### config.mk
export PLATFORM = sky130hd
export DESIGN_NAME = game_step_sched
export DESIGN_NICKNAME = d
export VERILOG_FILES = /design/src/rtl/game_pkg.sv /design/src/rtl/disp_handshake.sv /design/src/rtl/game_step_sched.sv
export SDC_FILE = /design/constraint.sdc
export NUM_CORES = 1
export LEC_CHECK = 0
export BUFFER_PORTS_ARGS = -buffer_cell sky130_fd_sc_hd__buf_2
export CORE_MARGIN = 4
export CORE_UTILIZATION = 50
export CTS_BUF_LIST = sky130_fd_sc_hd__clkbuf_2
export DETAILED_ROUTE_END_ITERATION = 6
export GPL_ROUTABILITY_DRIVEN = 0
export PLACE_DENSITY = 0.68
export SETUP_SLACK_MARGIN = 0.15
export SLEW_MARGIN = 25
export SYNTH_ARGS = -nofsm -noshare
export SYNTH_HDL_FRONTEND = slang
export SYNTH_SLANG_ARGS = --single-unit
### constraint.sdc
create_clock -name clk -period 8.67 [get_ports clk]
set_input_delay 1.734 -clock clk [delete_from_list [all_inputs] [get_ports clk]]
set_output_delay 1.734 -clock clk [all_outputs]
set_load 0.01 [all_outputs]
### src/rtl/game_pkg.sv
//==============================================================================
// Module      : game_pkg
// Description : Shared types and constants for the game step scheduler.
// Revision    : 1.0 - initial release
//==============================================================================
`default_nettype none

package game_pkg;

    typedef enum logic [1:0] {
        IDLE = 2'd0,
        RUN  = 2'd1,
        OVER = 2'd2
    } state_t;

    // Phase offsets from the start of a step
    localparam int PH_SPAWN = 0;
    localparam int PH_MOVE  = 1;
    localparam int PH_ANIM  = 2;

    // Phase offsets relative to the shift point H_OFF
    localparam int PH_SHIFT = 0;
    localparam int PH_CHECK = 1;
    localparam int PH_SHOW  = 2;

    localparam int P_NORMAL_DEF = 12_500_000;
    localparam int P_FAST_DEF   = 8_500_000;
    localparam int H_OFF_DEF    = 4_250_000;
    localparam int CNT_W_DEF    = 32;

endpackage

`default_nettype wire

### src/rtl/disp_handshake.sv
//==============================================================================
// Module      : disp_handshake
// Description : Frame request/ack handshake with timeout and sticky overrun.
// Revision    : 1.0 - initial release
//==============================================================================
`default_nettype none

module disp_handshake (
    input  logic clk,
    input  logic rst,
    input  logic i_flush,
    input  logic i_anim_fire,
    input  logic i_show_fire,
    input  logic i_anim_tmo,
    input  logic i_show_tmo,
    input  logic i_ack,
    output logic o_req,
    output logic o_sel,
    output logic o_ovf
);

    logic r_req;
    logic r_sel;
    logic r_ovf;
    logic w_tmo;

    // Deadline depends on which frame is outstanding
    assign w_tmo = r_sel ? i_show_tmo : i_anim_tmo;

    always_ff @(posedge clk or posedge rst) begin
        if (rst) begin
            r_req <= 1'b0;
            r_sel <= 1'b0;
            r_ovf <= 1'b0;
        end else if (i_flush) begin
            r_req <= 1'b0;
        end else begin
            if (r_req) begin
                if (i_ack) begin
                    r_req <= 1'b0;
                end else if (w_tmo) begin
                    r_req <= 1'b0;
                    r_ovf <= 1'b1;
                end
            end
            if (i_anim_fire) begin
                r_req <= 1'b1;
                r_sel <= 1'b0;
            end else if (i_show_fire) begin
                r_req <= 1'b1;
                r_sel <= 1'b1;
            end
        end
    end

    assign o_req = r_req;
    assign o_sel = r_sel;
    assign o_ovf = r_ovf;

endmodule

`default_nettype wire

### src/rtl/game_step_sched.sv
//==============================================================================
// Module      : game_step_sched
// Description : Step timer splitting each step into six phase strobes.
// Revision    : 1.0 - initial release
//==============================================================================
`default_nettype none

module game_step_sched
    import game_pkg::*;
#(
    parameter int P_NORMAL = P_NORMAL_DEF,
    parameter int P_FAST   = P_FAST_DEF,
    parameter int H_OFF    = H_OFF_DEF,
    parameter int CNT_W    = CNT_W_DEF
) (
    input  logic       clk,
    input  logic       rst,
    input  logic       en,
    input  logic       pause,
    input  logic       speed,
    input  logic       gameover,
    input  logic       disp_ack,
    output logic       spawn_stb,
    output logic       move_stb,
    output logic       anim_stb,
    output logic       shift_stb,
    output logic       check_stb,
    output logic       show_stb,
    output logic       disp_req,
    output logic       disp_sel,
    output logic       over,
    output logic       ovf,
    output logic [7:0] step_cnt,
    output logic       running
);

    localparam logic [CNT_W-1:0] c_P_NORMAL = CNT_W'(P_NORMAL);
    localparam logic [CNT_W-1:0] c_P_FAST   = CNT_W'(P_FAST);
    localparam logic [CNT_W-1:0] c_ONE      = CNT_W'(1);
    localparam logic [CNT_W-1:0] c_TWO      = CNT_W'(2);
    localparam logic [CNT_W-1:0] c_T_SPAWN  = CNT_W'(PH_SPAWN);
    localparam logic [CNT_W-1:0] c_T_MOVE   = CNT_W'(PH_MOVE);
    localparam logic [CNT_W-1:0] c_T_ANIM   = CNT_W'(PH_ANIM);
    localparam logic [CNT_W-1:0] c_T_SHIFT  = CNT_W'(H_OFF + PH_SHIFT);
    localparam logic [CNT_W-1:0] c_T_CHECK  = CNT_W'(H_OFF + PH_CHECK);
    localparam logic [CNT_W-1:0] c_T_SHOW   = CNT_W'(H_OFF + PH_SHOW);

    state_t           r_state;
    state_t           w_state_next;
    logic [CNT_W-1:0] r_tcnt;
    logic [CNT_W-1:0] w_tcnt_next;
    logic [CNT_W-1:0] r_pcur;
    logic [5:0]       r_dec;
    logic [5:0]       w_dec;
    logic [7:0]       r_step_cnt;
    logic             r_running;
    logic             r_over;
    logic             w_run;
    logic             w_adv;
    logic             w_wrap;
    logic             w_flush;
    logic             w_anim_tmo;
    logic             w_show_tmo;

    assign w_run  = (r_state == RUN);
    assign w_adv  = w_run & ~pause;
    assign w_wrap = w_adv & (r_tcnt == r_pcur - c_ONE);

    always_comb begin
        w_state_next = r_state;
        case (r_state)
            IDLE:    if (en) w_state_next = RUN;
            RUN: begin
                if (gameover)
                    w_state_next = OVER;
                else if (w_wrap && !en)
                    w_state_next = IDLE;
            end
            OVER:    w_state_next = OVER;
            default: w_state_next = IDLE;
        endcase
    end

    always_comb begin
        w_tcnt_next = r_tcnt;
        if (w_state_next != RUN)
            w_tcnt_next = '0;
        else if (w_wrap)
            w_tcnt_next = '0;
        else if (w_adv)
            w_tcnt_next = r_tcnt + c_ONE;
    end

    // Phase decode is registered from the next count; pause only gates it out
    assign w_dec = (w_state_next != RUN) ? 6'b0 :
                   {w_tcnt_next == c_T_SPAWN, w_tcnt_next == c_T_MOVE,
                    w_tcnt_next == c_T_ANIM,  w_tcnt_next == c_T_SHIFT,
                    w_tcnt_next == c_T_CHECK, w_tcnt_next == c_T_SHOW};

    always_ff @(posedge clk or posedge rst) begin
        if (rst) begin
            r_state    <= IDLE;
            r_tcnt     <= '0;
            r_pcur     <= c_P_NORMAL;
            r_dec      <= '0;
            r_step_cnt <= '0;
            r_running  <= 1'b0;
            r_over     <= 1'b0;
        end else begin
            r_state   <= w_state_next;
            r_tcnt    <= w_tcnt_next;
            r_dec     <= w_dec;
            r_running <= (w_state_next == RUN);
            r_over    <= (w_state_next == OVER);
            if (w_adv && r_tcnt == '0)
                r_pcur <= speed ? c_P_FAST : c_P_NORMAL;
            if (shift_stb)
                r_step_cnt <= r_step_cnt + 8'd1;
        end
    end

    assign spawn_stb = r_dec[5] & ~pause;
    assign move_stb  = r_dec[4] & ~pause;
    assign anim_stb  = r_dec[3] & ~pause;
    assign shift_stb = r_dec[2] & ~pause;
    assign check_stb = r_dec[1] & ~pause;
    assign show_stb  = r_dec[0] & ~pause;

    // Deadlines are taken on the advancing edge into H_OFF / Pcur-1
    assign w_anim_tmo = w_adv & (r_tcnt == c_T_SHIFT - c_ONE);
    assign w_show_tmo = w_adv & (r_tcnt == r_pcur - c_TWO);
    assign w_flush    = (w_state_next != RUN);

    disp_handshake u_disp_handshake (
        .clk         (clk),
        .rst         (rst),
        .i_flush     (w_flush),
        .i_anim_fire (anim_stb),
        .i_show_fire (show_stb),
        .i_anim_tmo  (w_anim_tmo),
        .i_show_tmo  (w_show_tmo),
        .i_ack       (disp_ack),
        .o_req       (disp_req),
        .o_sel       (disp_sel),
        .o_ovf       (ovf)
    );

    assign step_cnt = r_step_cnt;
    assign running  = r_running;
    assign over     = r_over;

endmodule

`default_nettype wire

* Yosys cells after proc, flatten, opt, wreduce, memory -nomap -nowiden *
Index checks and enable logic that the tools add are counted.

operators by class
  $add $sub $neg = 4
  equal/unequal tests = 13
  muxes and demuxes = 18
  bitwise operators = 13
  reductions and logical operators = 9

operators by type and width
  cell                                                                      count
  32-bit by 23-bit equality test with 1-bit output (second input constant)  4
  32-bit 2-to-1 mux                                                         3
  32-bit equality test                                                      2
  32-bit zero test                                                          2
  32-bit by 1-bit adder with 32-bit output (second input constant)          1
  32-bit by 1-bit equality test with 1-bit output (second input constant)   1
  32-bit by 2-bit equality test with 1-bit output (second input constant)   1
  32-bit by 1-bit subtractor with 32-bit output (second input constant)     1
  32-bit by 2-bit subtractor with 32-bit output (second input constant)     1
  22-bit 2-to-1 mux                                                         1
  1-bit AND                                                                 10
  1-bit 2-to-1 mux                                                          9
  8-bit by 1-bit adder with 8-bit output (second input constant)            1
  2-bit 2-to-1 mux                                                          3
  6-bit 2-to-1 mux                                                          1
  2-bit case mux with 3 select lines                                        1
  2-bit by 1-bit equality test with 1-bit output (second input constant)    2
  2-bit equality test (second input constant)                               2
  4-bit AND reduction                                                       1
  1-bit inverter                                                            3
  1-bit logical AND                                                         2
  2-bit zero test                                                           1
  2-bit by 1-bit inequality test with 1-bit output (second input constant)  1
  2-bit AND reduction                                                       1
  2 further kinds                                                           2

storage, ports and cells
  register bits = 85
  output and inout port bits = 19
  logic and storage cells = 67

* Longest topological paths before layout *
Gate-level depths: netlist of run 1.

  depth in word-level cells = 11
  gate-level depth with buffers = 10
  depth with buffers taken out = 8

* Cells and area by module *
From an unflattened synthesis of run 1, not the netlist that was laid out.

second synthesis, totals
  cells, all modules = 390
  area total of the unflattened synthesis = 3450.8 um^2

modules (own cells, without submodules)
  module           instances  cells each  area each (um^2)  sequential area each (um^2)
  game_step_sched  1          377         3303.2            1302.5
  disp_handshake   1          13          147.6             75.1

* Worst setup path before layout of run 1 *
Ideal clock, no wire load.

  path type = input -> register
  from = input pause
  to = register r_dec[3]
  setup time = 0.094 ns
  data arrival time = 3.888 ns
  data required time = 8.576 ns
  setup slack = 4.688 ns
  stages = 8
  path buffers = 1
  cell sequence = nand4bb_4 > or4_4 > buf_6 > or4_1 > mux2i_1 > a221oi_2 > nand4_1 > a211oi_1

between the ends
  cells in the longest elaborated chain, start to end = 11
  elaborated cells between the ends (all ways) = 13
  classes of those cells = eq/ne: 2; mux: 7; bitwise: 3; reduce/logical: 1

RTL lines
  element                                           line                                          RTL
  start, declared                                   game_step_sched.sv:19                         input logic pause,
  1-bit inverter *                                  game_step_sched.sv:66                         assign w_adv = w_run & ~pause;
  1-bit AND *                                       game_step_sched.sv:66
  1-bit AND                                         game_step_sched.sv:67                         assign w_wrap = w_adv & (r_tcnt == r_pcur - c_ONE);
  1-bit logical AND                                 game_step_sched.sv:76                         else if (w_wrap && !en)
  2-bit 2-to-1 mux                                  game_step_sched.sv:76
  2-bit 2-to-1 mux                                  game_step_sched.sv:74                         if (gameover)
  2-bit case mux with 3 select lines                game_step_sched.sv:71                         case (r_state)
  2-bit by 1-bit inequality test with 1-bit output  game_step_sched.sv:86, game_step_sched.sv:95
  32-bit 2-to-1 mux                                 game_step_sched.sv:86                         if (w_state_next != RUN)
  32-bit by 2-bit equality test with 1-bit output   game_step_sched.sv:97                         w_tcnt_next == c_T_ANIM, w_tcnt_next == c_T_SHIFT,
  6-bit 2-to-1 mux *                                game_step_sched.sv:95                         assign w_dec = (w_state_next != RUN) ? 6'b0 :
  via w_dec[3]                                      game_step_sched.sv:54                         logic [5:0] w_dec;
  end signal, assigned                              game_step_sched.sv:112                        r_dec <= w_dec;
  end, declared                                     game_step_sched.sv:53                         logic [5:0] r_dec;

Mark *: on every way through the listed nets, which the timed path passes. The rest lies on a longest branch.
A chain may end at the register's enable or synchronous reset.

* Final worst setup path of run 1 *
  from = input pause
  to = register r_dec[4]

between the ends
  cells in the longest elaborated chain, start to end = 11
  elaborated cells between the ends (all ways) = 13
  classes of those cells = eq/ne: 2; mux: 7; bitwise: 3; reduce/logical: 1

RTL lines
  element                                           line                                          RTL
  1-bit inverter *                                  game_step_sched.sv:66
  1-bit AND *                                       game_step_sched.sv:66
  1-bit AND                                         game_step_sched.sv:67
  1-bit logical AND                                 game_step_sched.sv:76
  2-bit 2-to-1 mux                                  game_step_sched.sv:76
  2-bit 2-to-1 mux                                  game_step_sched.sv:74
  2-bit case mux with 3 select lines                game_step_sched.sv:71
  2-bit by 1-bit inequality test with 1-bit output  game_step_sched.sv:86, game_step_sched.sv:95
  32-bit 2-to-1 mux                                 game_step_sched.sv:86
  32-bit by 1-bit equality test with 1-bit output   game_step_sched.sv:96                         {w_tcnt_next == c_T_SPAWN, w_tcnt_next == c_T_MOVE,
  6-bit 2-to-1 mux *                                game_step_sched.sv:95
  via w_dec[4]                                      game_step_sched.sv:54

Marks and branches as above.

==> flow_summary.json, run 1 <==
{
  "ioPinCount": 26,
  "cellLeakagePower_nw": 1.60,
  "multiInputGateArea_um2": 1950,
  "seq_area_um2": 1380,
  "totalWireLength_um": 8410,
  "drc": 0,
  "hold_viol": 0,
  "dp_slack_ns": 4.14,
  "place_hpwl_um": 6010,
  "cap_violations": 0,
  "grt_pass1_vias": 2710,
  "cts_resized": 0,
  "fmax_mhz": 239,
  "synth-edff-count": 0,
  "grt_start_max_net_pins": 56,
  "ir_worst_vdd_uv": 80.9,
  "avgRoutedWirePerCell_um": 16.8,
  "worstSetupStartpointType": "input port",
  "diodes": 0,
  "grt_overflow": 0,
  "fill_cells": 676,
  "slew_viol_final": 0,
  "final_nets": 414,
  "io_buffers": 25,
  "area_growth_pct": 5.01,
  "cts_root_buffer": "clkbuf_2",
  "die_height_um": 91.9,
  "syn_avg_cell_area_um2": 8.77,
  "cts_buffer_depth": 2,
  "layout_setup_ws_ns": 4.49,
  "antenna_found_initial": 0,
  "first_pass_iters": 5,
  "grt_pass1_wl_um": 14000,
  "hold_buffers": 0,
  "final_common_cell": "dfrtp_1",
  "skew_ns": 0.0278,
  "finalCriticalPeriod_ns": 4.18,
  "ys_top_cells_by_area": "dfrtp_1 38%, xnor2_1 7.0%, nor2_1 5.4%, xor2_1 4.0%, nand4_1 3.9%",
  "synth_ff_type": "dfrtp_1",
  "clk_pin_slew_ns": 0.30,
  "synth_cell_types": 57,
  "cts.sinks": 55,
  "arrival_ns": 4.58,
  "synthCells": 401,
  "setup_viol": 0,
  "yosysSeqAreaShare": 0.392,
  "crit_fanout": 12,
  "min_path_type": "flop to flop",
  "core_area_um2": 6830,
  "fp-row-count": 30,
  "rsz0062_at_grt": "false",
  "drt_iter0_drc": 234,
  "die_area_um2": 8440,
  "antenna_left": 0,
  "syn_area_um2": 3520,
  "period_share": 0.482,
  "die_w_um": 91.9,
  "slew-limit-headroom": 0.351,
  "start_util": 0.515,
  "track_usage": 0.205,
  "tightest_slew_ns": 0.949,
  "final_cell_mix": "54 x dfrtp_1, 51 x nor2_1, 28 x xnor2_1, 25 x buf_2, 23 x nand2_1",
  "cts_buffers": 5,
  "synth_top_area_cell": "dfrtp_1",
  "worstSetupPathType": "input port to flop",
  "cts_tree": "done",
  "end_kind": "flop",
  "p_per_area_nw_per_um2": 146,
  "critPathRequiredTime_ns": 9.08,
  "vias_per_cell": 6.07,
  "synth_nets": 411,
  "yosysWarnings": 0,
  "fin_setup_tns_ns": 0,
  "post_cts_buffers": 0,
  "synth_seq_cells": 55,
  "clock_latency_ns": 0.48,
  "drive_gt1_frac": 0.126,
  "post-route-util": 0.541,
  "vias": 3043,
  "cts_max_level": 2,
  "synth_top_area_share": 0.384,
  "async_reset_ff_frac": 1.00,
  "status": "finished, final reports clean"
}
-- Yosys cell counts (all sizes together) (2+ instances only) --
master,number
a211oi,6
a21oi,9
a31oi,5
and2,4
and2b,2
and3,8
and4,9
buf,8
clkbuf,23
dfrtp,54
ha,3
inv,13
mux2,2
mux2i,3
nand2,23
nand3,21
nand4,22
nor2,51
nor2b,10
nor3,18
nor3b,2
nor4,7
o211ai,3
o21a,2
o21ai,6
o31ai,7
or2,3
or3,4
or4,9
xnor2,28
xor2,16
-- cells by family after synthesis --
kind of cell / after synthesis / share of synthesized area
xor gates and xnor gates: 44 / 0.110
AOI/OAI and AO/OA: 50 / 0.102
DFF: 55 / 0.392
and+or+nand+nor: 200 / 0.318
adders and majority gates: 3 / 0.0107
muxes: 5 / 0.0149
buffers and inverters: 44 / 0.0530
-- final cells by class --
type / instances / area share
timing repair buffer: 27 / 0.0379
sequential: 55 / 0.373
clock inverter: 3 / 0.00779
tap: 96 / 0.0325
inverter: 13 / 0.0132
clock buffer: 5 / 0.00677
multi-input combinational: 302 / 0.529
-- metal layers --
metal | share of wire | track usage
met4 | 0.028 | 0.0569
met2 | 0.46 | 0.328
met3 | 0.071 | 0.0377
met5 | 0 | 0
met1 | 0.45 | 0.286
-- report_power, final --
| group | switching [mW] | internal (mW) | leakage, nW |
|---|---|---|---|
| sequential | 0.0201 | 0.277 | 0.755 |
| combinational | 0.0828 | 0.0463 | 0.805 |
| clock | 0.0906 | 0.0235 | 0.0351 |
-- metrics by stage --
step	cell area (µm²)	instances	hold WS, ns	total power, mW
5_1_grt	3690	501	0.518	0.574
2_1_floorplan	3520	401	0.500	0.398
4_1_cts	3690	501	0.508	0.545
6_report	3690	501	0.500	0.540
3_3_place_gp	3640	493	0.454	0.427
3_5_place_dp	3640	493	0.449	0.430
-- critical path, cell delays in order --
cell and delay (ns):
buf_2 0.15, nor3b_1 0.20, buf_4 0.22, nand4_1 0.32, nor3_1 0.37, xor2_1 0.15, a2111oi_0 0.86, nand4_1 0.27
a211oi_1 0.31
-- registers in the layout, summed over array words and instances, names as in the netlist, 2 cells and up --
| name | flops |
|---|---|
| r_dec | 6 |
| r_pcur | 2 |
| step_cnt | 8 |
| r_state | 2 |
| r_tcnt | 32 |
-- path summary, 6_finish.rpt --
kind                                         from                     end  slack (ns)  cells past startpoint
max reg2reg                             r_tcnt[0]                r_dec[4]        5.28                      7
max                                         pause                r_dec[4]        4.49                      9
max in group asynchronous                     rst              r_pcur[16]        6.82                      3
min                        u_disp_handshake.o_ovf  u_disp_handshake.o_ovf        0.50                      1
min in group asynchronous                     rst  u_disp_handshake.o_req        1.38                      3
min reg2reg                u_disp_handshake.o_ovf  u_disp_handshake.o_ovf        0.50                      1
(Power assumes the default switching activity.)
==> run 2, diff against run 1 <==
--- a/config.mk
+++ b/config.mk
@@ -5,13 +5,14 @@
 export SDC_FILE = /design/constraint.sdc
 export NUM_CORES = 1
 export LEC_CHECK = 0
+export ABC_AREA = 1
 export BUFFER_PORTS_ARGS = -buffer_cell sky130_fd_sc_hd__buf_2
 export CORE_MARGIN = 4
 export CORE_UTILIZATION = 50
 export CTS_BUF_LIST = sky130_fd_sc_hd__clkbuf_2
 export DETAILED_ROUTE_END_ITERATION = 6
 export GPL_ROUTABILITY_DRIVEN = 0
-export PLACE_DENSITY = 0.68
+export PLACE_DENSITY = 0.7
 export SETUP_SLACK_MARGIN = 0.15
 export SLEW_MARGIN = 25
 export SYNTH_ARGS = -nofsm -noshare
==> constraint.sdc (replaced) <==
create_clock -name clk -period 3.53 [get_ports clk]
set_input_delay 0.706 -clock clk [delete_from_list [all_inputs] [get_ports clk]]
set_output_delay 0.706 -clock clk [all_outputs]
set_load 0.01 [all_outputs]
==> flow_summary.json, run 2 <==
{
  "drt_iter0_drc": 399,
  "cts_max_level": 2,
  "tightest_slew_ns": 0.758,
  "final_cell_mix": "214 x nand2_1, 130 x nor2_1, 75 x inv_1, 54 x dfrtp_1, 32 x nand3_1",
  "p_per_area_nw_per_um2": 223,
  "die_w_um": 97.4,
  "avgRoutedWirePerCell_um": 15.4,
  "syn_area_um2": 4000,
  "rsz0062_at_grt": "false",
  "post_cts_buffers": 0,
  "yosysWarnings": 0,
  "rrSetupSlack_ns": 0.59,
  "synth_ff_type": "dfrtp_1",
  "ys_top_cells_by_area": "dfrtp_1 34%, nand2_1 20%, nor2_1 12%, inv_1 7.1%, nand3_1 4.0%",
  "vias_per_cell": 5.57,
  "yosysSeqAreaShare": 0.345,
  "grt_pass1_wl_um": 19700,
  "cts_tree": "done",
  "end_kind": "flop",
  "synth_cell_types": 37,
  "area_growth_pct": 6.23,
  "setup_viol": 0,
  "cap_violations": 0,
  "synth_top_area_share": 0.338,
  "clk_pin_slew_ns": 0.35,
  "cts_resized": 0,
  "core_area_um2": 7770,
  "period_share": 0.832,
  "min_path_type": "input port to asynchronous set/reset pin",
  "skew_ns": 0.0452,
  "die_area_um2": 9490,
  "totalWireLength_um": 11800,
  "r2r_start": "r_tcnt[0]",
  "synth_top_area_cell": "dfrtp_1",
  "ir_worst_vdd_uv": 158,
  "crit_chain": "ha_1 -> nand3_2 -> nor2_8 -> nand3_2 -> nor2_2 -> nand3_2 -> nand2_2 -> nor2_1 -> o21ai_0 -> nand2_1 -> nor2_1 -> nand2_1 -> nor2_1",
  "io_buffers": 25,
  "drc": 0,
  "comb_power_share": 0.020,
  "cp_top_family": "simple AND/OR/NAND/NOR gates",
  "clockPowerShare": 0.311,
  "track_usage": 0.254,
  "finalCriticalPeriod_ns": 2.94,
  "synth.most_common_cell": "nand2_1",
  "cpPeakStageDelay_ns": 0.68,
  "share_seq_of_total_power": 0.668,
  "arrival_ns": 3.35,
  "slew-limit-headroom": 0.493,
  "final_nets": 672,
  "critPathRequiredTime_ns": 3.95,
  "cts_root_buffer": "clkbuf_2",
  "grt_overflow": 0,
  "cts_buffer_depth": 2,
  "switching_share": 0.269,
  "timing.hold.ws_ns": 0.0737,
  "r2r_cells": 13,
  "clock_latency_ns": 0.52,
  "vias": 4261,
  "synth-edff-count": 0,
  "drive_gt1_frac": 0.0905,
  "ioPinCount": 26,
  "async_reset_ff_frac": 1.00,
  "r2r_end": "r_dec[3]",
  "start_util": 0.514,
  "crit_fanout": 20,
  "post-route-util": 0.547,
  "die_height_um": 97.4,
  "synth.top_cells.by_count": "214 x nand2_1, 130 x nor2_1, 76 x inv_1, 54 x dfrtp_1, 32 x nand3_1",
  "final_common_cell": "nand2_1",
  "antenna_left": 0,
  "first_pass_iters": 6,
  "p_sw_uw": 254,
  "antenna_found_initial": 0,
  "diodes": 0,
  "largest_reg_flops": 32,
  "grt_start_max_net_pins": 39,
  "cts_buffers": 5,
  "status": "finished, final reports clean",
  "worstSetupStartpointType": "flop",
  "fp-row-count": 32,
  "fin_setup_tns_ns": 0,
  "cellLeakagePower_nw": 2.11,
  "slew_viol_final": 0,
  "cts.sinks": 55,
  "p_int_uw": 692,
  "syn_avg_cell_area_um2": 6.24,
  "synthCells": 640,
  "worstSetupPathType": "flop to flop",
  "fmax_mhz": 341,
  "hold_viol": 0,
  "synth_seq_cells": 55,
  "crit_slowest_cell": "nor2_1",
  "grt_pass1_vias": 3948,
  "crit_buf_inv": 0,
  "largest_register": "r_tcnt",
  "hold_buffers": 0,
  "place_hpwl_um": 9060,
  "synth_nets": 650
}
## run 2: cell count changes after synthesis, sizes merged, moves of 15 or more
cell | before | now
clkbuf | 23 | 3
nand2 | 23 | 216
inv | 13 | 82
nand3 | 21 | 36
o21ai | 6 | 26
xnor2 | 28 | 3
nor2 | 51 | 139
## run 2: worst max-delay path by stage
| stage | start | endpoint | slack, ns | cells past startpoint |
|---|---|---|---|---|
| floorplan | pause | r_dec[0] | 1.47 | 14 |
| global placement | pause | r_dec[2] | 0.51 | 14 |
| detailed placement | pause | r_dec[2] | 0.40 | 14 |
| CTS | r_tcnt[0] | r_dec[2] | 0.62 | 13 |
| global route | r_tcnt[23] | r_dec[3] | 0.25 | 14 |
| finish | r_tcnt[0] | r_dec[3] | 0.59 | 13 |
## run 2: per-stage QoR
stage	setup slack, ns	instance area (µm²)	power [mW]	std cells
2_1_floorplan	1.47	4000	0.653	640
3_5_place_dp	0.401	4190	0.662	757
3_3_place_gp	0.510	4190	0.662	757
6_report	0.595	4250	0.946	765
5_1_grt	0.250	4250	0.975	765
4_1_cts	0.619	4250	0.953	765
## run 2: cell families after synthesis
logic type / count (synthesis) / synth area share
AO/OA/AOI/OAI: 50 / 0.0686
XOR/XNOR: 14 / 0.0307
adder cells (fa/ha/maj): 3 / 0.00939
buffers and inverters: 94 / 0.0949
flip-flops: 55 / 0.345
multiplexers: 1 / 0.00282
AND/OR/NAND/NOR: 423 / 0.449
## run 2: final cells by class
| type | count | area, µm² |
|---|---|---|
| sequential | 55 | 1380 |
| timing repair buffer | 27 | 140 |
| clock inverter | 3 | 27.5 |
| clock buffer | 5 | 25.0 |
| inverter | 82 | 308 |
| tap | 102 | 128 |
| multi-input combinational | 491 | 2240 |
| fill | 790 | 3520 |
## run 2: power groups by stage
stage	logic, mW	clock network (mW)	registers [mW]
after floorplan	0.0106	0	0.642
after global placement	0.0198	0	0.642
after detailed placement	0.0200	0	0.642
after CTS	0.0200	0.301	0.633
after global routing	0.0225	0.319	0.633
final	0.0191	0.295	0.633
## run 2: routing by layer
| metal | GRT usage | vias to the layer above | share of wire |
|---|---|---|---|
| met5 | 0 | - | 0 |
| met4 | 0.0777 | 0 | 0.027 |
| met3 | 0.0517 | 35 | 0.087 |
| met2 | 0.406 | 223 | 0.45 |
| met1 | 0.347 | 1963 | 0.43 |
| li1 | - | 2040 | - |
